**config.mk**
```make
export PLATFORM = sky130hd
export DESIGN_NAME = sdram_fifo_drain
export DESIGN_NICKNAME = d
export VERILOG_FILES = /design/src/rtl/sdram_fifo_drain_pkg.sv /design/src/rtl/sdram_fifo_drain_rd_mux.sv /design/src/rtl/sdram_fifo_drain.sv
export SDC_FILE = /design/constraint.sdc
export NUM_CORES = 1
export LEC_CHECK = 0
export ABC_AREA = 1
export BUFFER_PORTS_ARGS = -buffer_cell sky130_fd_sc_hd__buf_2
export CELL_PAD_IN_SITES_DETAIL_PLACEMENT = 1
export CELL_PAD_IN_SITES_GLOBAL_PLACEMENT = 1
export CORE_UTILIZATION = 31
export CTS_CLUSTER_SIZE = 40
export DETAILED_ROUTE_END_ITERATION = 10
export PLACE_DENSITY = 0.87
export REMOVE_ABC_BUFFERS = 1
export SYNTH_ARGS = -nofsm -noshare
export SYNTH_HDL_FRONTEND = slang
export SYNTH_HIERARCHICAL = 1
export SYNTH_SLANG_ARGS = --single-unit
```
**constraint.sdc**
```tcl
create_clock -name clk -period 1.6 [get_ports clk]
set_input_delay 0.32 -clock clk [delete_from_list [all_inputs] [get_ports clk]]
set_output_delay 0.32 -clock clk [all_outputs]
set_load 0.02 [all_outputs]
```
**src/rtl/sdram_fifo_drain_pkg.sv**
```systemverilog
// Shared definitions for the SDRAM FIFO drain path and its ack generator.
package sdram_fifo_pkg;

    localparam int unsigned NUM_CH    = 4;
    localparam int unsigned CH_W      = 2;
    localparam int unsigned RD_THRESH = 100;
    localparam int unsigned WR_THRESH = 4000;

    typedef enum logic [1:0] {
        ST_IDLE,
        ST_XFER,
        ST_DRAIN,
        ST_DONE
    } state_t;

    typedef logic [CH_W-1:0] ch_t;

    function automatic logic [NUM_CH-1:0] ch_onehot(input ch_t ch);
        return NUM_CH'(1) << ch;
    endfunction

endpackage

```
**src/rtl/sdram_fifo_drain_rd_mux.sv**
```systemverilog
// Registered 4:1 read-FIFO data mux; selection and valid arrive one cycle after rd_req.
module sdram_rd_mux
    import sdram_fifo_pkg::*;
#(
    parameter int unsigned DATA_W = 16
) (
    input  logic              clk,
    input  logic              RST,
    input  ch_t               sel,
    input  logic              vld,
    input  logic [DATA_W-1:0] rd_data_1,
    input  logic [DATA_W-1:0] rd_data_2,
    input  logic [DATA_W-1:0] rd_data_3,
    input  logic [DATA_W-1:0] rd_data_4,
    output logic [DATA_W-1:0] wr_data,
    output logic              wr_req
);

    logic [DATA_W-1:0] q_sel;

    always_comb begin
        q_sel = rd_data_1;
        unique case (sel)
            2'd0: q_sel = rd_data_1;
            2'd1: q_sel = rd_data_2;
            2'd2: q_sel = rd_data_3;
            2'd3: q_sel = rd_data_4;
            default: q_sel = rd_data_1;
        endcase
    end

    always_ff @(posedge clk) begin
        if (RST) begin
            wr_data <= '0;
            wr_req  <= 1'b0;
        end else begin
            wr_req <= vld;
            if (vld)
                wr_data <= q_sel;
        end
    end

endmodule

```
**src/rtl/sdram_fifo_drain.sv**
```systemverilog
// Drains BURST_LEN words from each of four read FIFOs into the SDRAM write FIFO per ack.
module sdram_fifo_drain
    import sdram_fifo_pkg::*;
#(
    parameter int unsigned DATA_W    = 16,
    parameter int unsigned BURST_LEN = 64,
    parameter int unsigned HOLDOFF   = 4
) (
    input  logic              clk,
    input  logic              RST,
    input  logic              en,
    input  logic              ack,
    input  logic [DATA_W-1:0] rd_data_1,
    input  logic [DATA_W-1:0] rd_data_2,
    input  logic [DATA_W-1:0] rd_data_3,
    input  logic [DATA_W-1:0] rd_data_4,
    output logic              rd_req_1,
    output logic              rd_req_2,
    output logic              rd_req_3,
    output logic              rd_req_4,
    output logic [DATA_W-1:0] wr_data,
    output logic              wr_req,
    output logic              busy,
    output logic              round_done,
    output logic [15:0]       round_cnt
);

    localparam int unsigned CNT_W = $clog2(BURST_LEN + 1);
    localparam int unsigned HO_W  = $clog2(HOLDOFF + 2);

    state_t             state, state_n;
    ch_t                ch, ch_n;
    logic [CNT_W-1:0]   cnt, cnt_n;
    logic [HO_W-1:0]    holdoff, holdoff_n;
    logic [NUM_CH-1:0]  rd_req_q;
    ch_t                req_ch;
    ch_t                sel_d;
    logic               vld_d;
    logic [15:0]        round_cnt_q;

    // cnt doubles as the two-cycle DRAIN timer; it is already zero on XFER exit.
    always_comb begin
        state_n   = state;
        ch_n      = ch;
        cnt_n     = cnt;
        holdoff_n = holdoff;
        unique case (state)
            ST_IDLE: begin
                if (holdoff != '0) begin
                    holdoff_n = holdoff - 1'b1;
                end else if (ack && en) begin
                    state_n = ST_XFER;
                    ch_n    = '0;
                    cnt_n   = '0;
                end
            end
            ST_XFER: begin
                if (cnt == CNT_W'(BURST_LEN - 1)) begin
                    cnt_n = '0;
                    if (ch == ch_t'(NUM_CH - 1))
                        state_n = ST_DRAIN;
                    else
                        ch_n = ch + 1'b1;
                end else begin
                    cnt_n = cnt + 1'b1;
                end
            end
            ST_DRAIN: begin
                if (cnt == CNT_W'(1)) begin
                    state_n = ST_DONE;
                    cnt_n   = '0;
                end else begin
                    cnt_n = cnt + 1'b1;
                end
            end
            ST_DONE: begin
                state_n   = ST_IDLE;
                holdoff_n = HO_W'(HOLDOFF);
            end
            default: state_n = ST_IDLE;
        endcase
    end

    // Outputs are registered from next-state so they line up with the state they describe.
    always_ff @(posedge clk) begin
        if (RST) begin
            state       <= ST_IDLE;
            ch          <= '0;
            cnt         <= '0;
            holdoff     <= '0;
            rd_req_q    <= '0;
            req_ch      <= '0;
            sel_d       <= '0;
            vld_d       <= 1'b0;
            busy        <= 1'b0;
            round_done  <= 1'b0;
            round_cnt_q <= '0;
        end else begin
            state      <= state_n;
            ch         <= ch_n;
            cnt        <= cnt_n;
            holdoff    <= holdoff_n;
            rd_req_q   <= (state_n == ST_XFER) ? ch_onehot(ch_n) : '0;
            req_ch     <= ch_n;
            sel_d      <= req_ch;
            vld_d      <= |rd_req_q;
            busy       <= (state_n != ST_IDLE);
            round_done <= (state_n == ST_DONE);
            if (state_n == ST_DONE)
                round_cnt_q <= round_cnt_q + 1'b1;
        end
    end

    assign rd_req_1  = rd_req_q[0];
    assign rd_req_2  = rd_req_q[1];
    assign rd_req_3  = rd_req_q[2];
    assign rd_req_4  = rd_req_q[3];
    assign round_cnt = round_cnt_q;

    sdram_rd_mux #(
        .DATA_W(DATA_W)
    ) u_rd_mux (
        .clk       (clk),
        .RST       (RST),
        .sel       (sel_d),
        .vld       (vld_d),
        .rd_data_1 (rd_data_1),
        .rd_data_2 (rd_data_2),
        .rd_data_3 (rd_data_3),
        .rd_data_4 (rd_data_4),
        .wr_data   (wr_data),
        .wr_req    (wr_req)
    );

endmodule

```
==> flow_summary.json <==
{
  "root_buffer": "clkbuf_8",
  "r2r_start": "holdoff[1]$_SDFFE_PP0P_",
  "p_sw_w": 0.00186,
  "end_kind": "flip-flop",
  "grt_max_degree": 31,
  "final_layout_size_suffix_gt1_share_pct": 42.5,
  "clock_latency_ns": 0.32,
  "antenna_left": 0,
  "gp_congestion": 0.880,
  "ys_ff_latch": 56,
  "utilization_pct": 48.1,
  "grt_setup_unrepaired": "yes",
  "combinationalPowerShare_pct": 48.4,
  "core_area_um2": 9770,
  "power_density_nw_per_um2": 1000,
  "min_period_ns": 1.77,
  "max_stage_delay_ns": 0.34,
  "clockPowerShare_pct": 17.6,
  "synth_area_um2": 3140,
  "p_int_w": 0.00285,
  "wl_um": 12200,
  "fmax_ghz": 0.565,
  "hold_viol": 0,
  "rows": 36,
  "ctsHoldBuffers": 0,
  "finClkSkew_ns": 0.0126,
  "p_seq_share_pct": 34.0,
  "cts_buffers": 5,
  "crit_slowest_cell": "dfxtp_2",
  "die_w_um": 103,
  "crit_required_ns": 1.82,
  "finalSetupViolations": 29,
  "fill_cells": 1251,
  "fin_total_pwr_w": 0.00471,
  "first_pass_iters": 4,
  "grt_pass1_vias": 3635,
  "nets": 697,
  "seq_area_frac_synth_pct": 35.8,
  "criticalPathCategory": "flip-flop to flip-flop",
  "drtIter0Drc": 100,
  "worstHoldPathType": "input port to flip-flop",
  "slew_headroom_pct": 55.3,
  "netlist_instances": 475,
  "hpwl_um": 7780,
  "cts_tree": "yes",
  "cp-startpoint": "holdoff[1]$_SDFFE_PP0P_",
  "period_share_pct": 111,
  "tightest_slew_ns": 0.670,
  "crit_arrival_ns": 1.99,
  "avgSynthCellArea_um2": 6.60,
  "antenna_found_initial": 0,
  "outcome": "finished, violations left",
  "crit_fanout": 6,
  "grt_pass1_wl_um": 16800,
  "htree_levels": 2,
  "overflow": 0,
  "p_sw_share_pct": 39.6,
  "leakage_nw": 2.06,
  "dieHeight_um": 103,
  "cts_buffer_depth": 2,
  "yosys_warnings": 6,
  "fp.dieArea_um2": 10500,
  "vias": 3736,
  "area_growth_pct": 49.8,
  "cp-start-kind": "flip-flop",
  "drc_errors": 0,
  "cts.sinks": 56,
  "grt_usage_pct": 20.5,
  "maxCapViolations": 0,
  "start_util_pct": 32.1,
  "post_drt_wl_per_cell_um": 16.2,
  "portBuffers": 106,
  "min-delay-start": "rd_data_1[4]",
  "clk_pin_slew_worst_paths_ns": 0.12,
  "slew_viol_final": 0,
  "setup_ws_ns": -0.170,
  "vdd_drop_max_mv": 0.580,
  "violations": "setup timing",
  "path_cells": "inv_2 -> ha_4 -> inv_2 -> nor2_4 -> a31oi_4 -> buf_12 -> nor2_4 -> buf_6 -> nand2_1 -> nand4_1 -> inv_1",
  "pin_count": 107,
  "ys_types": 30,
  "diodes": 0,
  "viasPerCell": 4.97
}
cell families after synthesis:
kind of cell / count (synthesis) / share of synthesized area, %
buffers and inverters: 80 / 10.7
adders and majority gates: 11 / 4.39
and+or+nand+nor: 242 / 32.8
DFF: 56 / 35.8
xor gates and xnor gates: 4 / 1.12
AOI/OAI and AO/OA: 82 / 15.2
path summary, 6_finish.rpt:
check / endpoint / slack, ns / cells after the start
setup / recovery: cnt[3]$_SDFFE_PP0P_ / -0.17 / 11
setup reg to reg: cnt[3]$_SDFFE_PP0P_ / -0.17 / 11
hold reg to reg: u_rd_mux/wr_data[14]$_SDFFE_PP0P_ / 0.47 / 2
hold / removal: u_rd_mux/wr_data[4]$_SDFFE_PP0P_ / 0.32 / 5
routing by layer:
layer	track usage (%)	vias to the layer above	part of all wire, %
met2	41.5	119	53
met3	3.80	25	5.6
met4	5.93	0	2.8
met1	20.9	1778	38
met5	0	-	0
li1	-	1814	-
cells in the mapped netlist (all sizes together):
cell | number | area [um2]
dfxtp | 56 | 1120
nor3 | 4 | 25.0
o22ai | 1 | 6.26
xnor2 | 1 | 8.76
clkbuf | 5 | 18.8
nand3 | 63 | 325
buf | 15 | 91.3
o21ai | 6 | 30.0
a31oi | 1 | 12.5
o211ai | 1 | 7.51
nor4 | 1 | 6.26
and3 | 1 | 6.26
ha | 11 | 138
nand2 | 107 | 402
nand4 | 5 | 31.3
a21boi | 2 | 15.0
xor2 | 3 | 26.3
o211a | 1 | 10.0
nor2 | 61 | 234
a211oi | 3 | 22.5
o21bai | 15 | 113
inv | 60 | 225
a21oi | 52 | 260
per-stage QoR:
stage | hold WS (ns) | std cells | worst slack (ns) | cell area (um2) | setup TNS, ns
CTS | 0.327 | 744 | -0.0684 | 4400 | -1.02
global placement | 0.450 | 725 | -0.0414 | 3960 | -0.266
floorplan | 0.389 | 455 | -0.421 | 3030 | -7.42
finish | 0.317 | 752 | -0.170 | 4700 | -2.50
detailed placement | 0.457 | 725 | -0.194 | 3960 | -3.68
global route | 0.346 | 752 | -0.236 | 4700 | -5.73
cell usage in the layout, fill, tap and decap left out, types with 3 or more instances in the layout:
master    instances
buf_2           106
nand2_1          96
dfxtp_1          49
nand3_1          45
inv_1            43
a21oi_1          43
nor2_1           40
buf_4            34
nand3_2          16
inv_2            15
o21bai_1         14
nor2_2           12
buf_6            11
nor2_4            9
a21oi_2           9
nand2_2           8
dfxtp_2           6
nand4_1           5
ha_1              5
clkbuf_8          5
o21ai_0           4
ha_4              4
xor2_1            3
buf_8             3
critical path, delay by kind of cell (launching register included):
kind	cells	cell delay (ns)
simple gates	4	0.56
compound gates	1	0.16
buf+inv	5	0.50
fa+ha+maj	1	0.13
flops	1	0.34
what timing repair did:
item	4_1_cts	5_1_grt
gates resized for setup	74	63
buffers inserted	9	8
pin swaps	21	34
setup endpoints to repair	31	34
gates cloned	2	0
flip-flops by register name, indices dropped and copies added, names as in the netlist:
register / flops
rd_req_q: 4
busy: 1
sel_d: 2
u_rd_mux/wr_data: 16
holdoff: 3
req_ch: 2
vld_d: 1
u_rd_mux/wr_req: 1
round_done: 1
state: 2
cnt: 7
round_cnt: 16
cell type report:
class	count	area, um2	area share (%)
sequential	56	1130	24.1
multi-input combinational	339	2080	44.2
tap	133	166	3.54
clock buffer	6	72.6	1.54
clock inverter	2	16.3	0.346
inverter	60	230	4.90
timing repair buffer	156	1000	21.3
power groups by stage:
stage               registers, W  logic (W)  clock network, W
floorplan                0.00171   0.000650                 0
CTS                      0.00159    0.00182          0.000826
global route             0.00161    0.00243          0.000884
finish                   0.00160    0.00228          0.000827
global placement         0.00161    0.00139                 0
detailed placement       0.00162    0.00146                 0
Power figures use the tool's default switching activity.
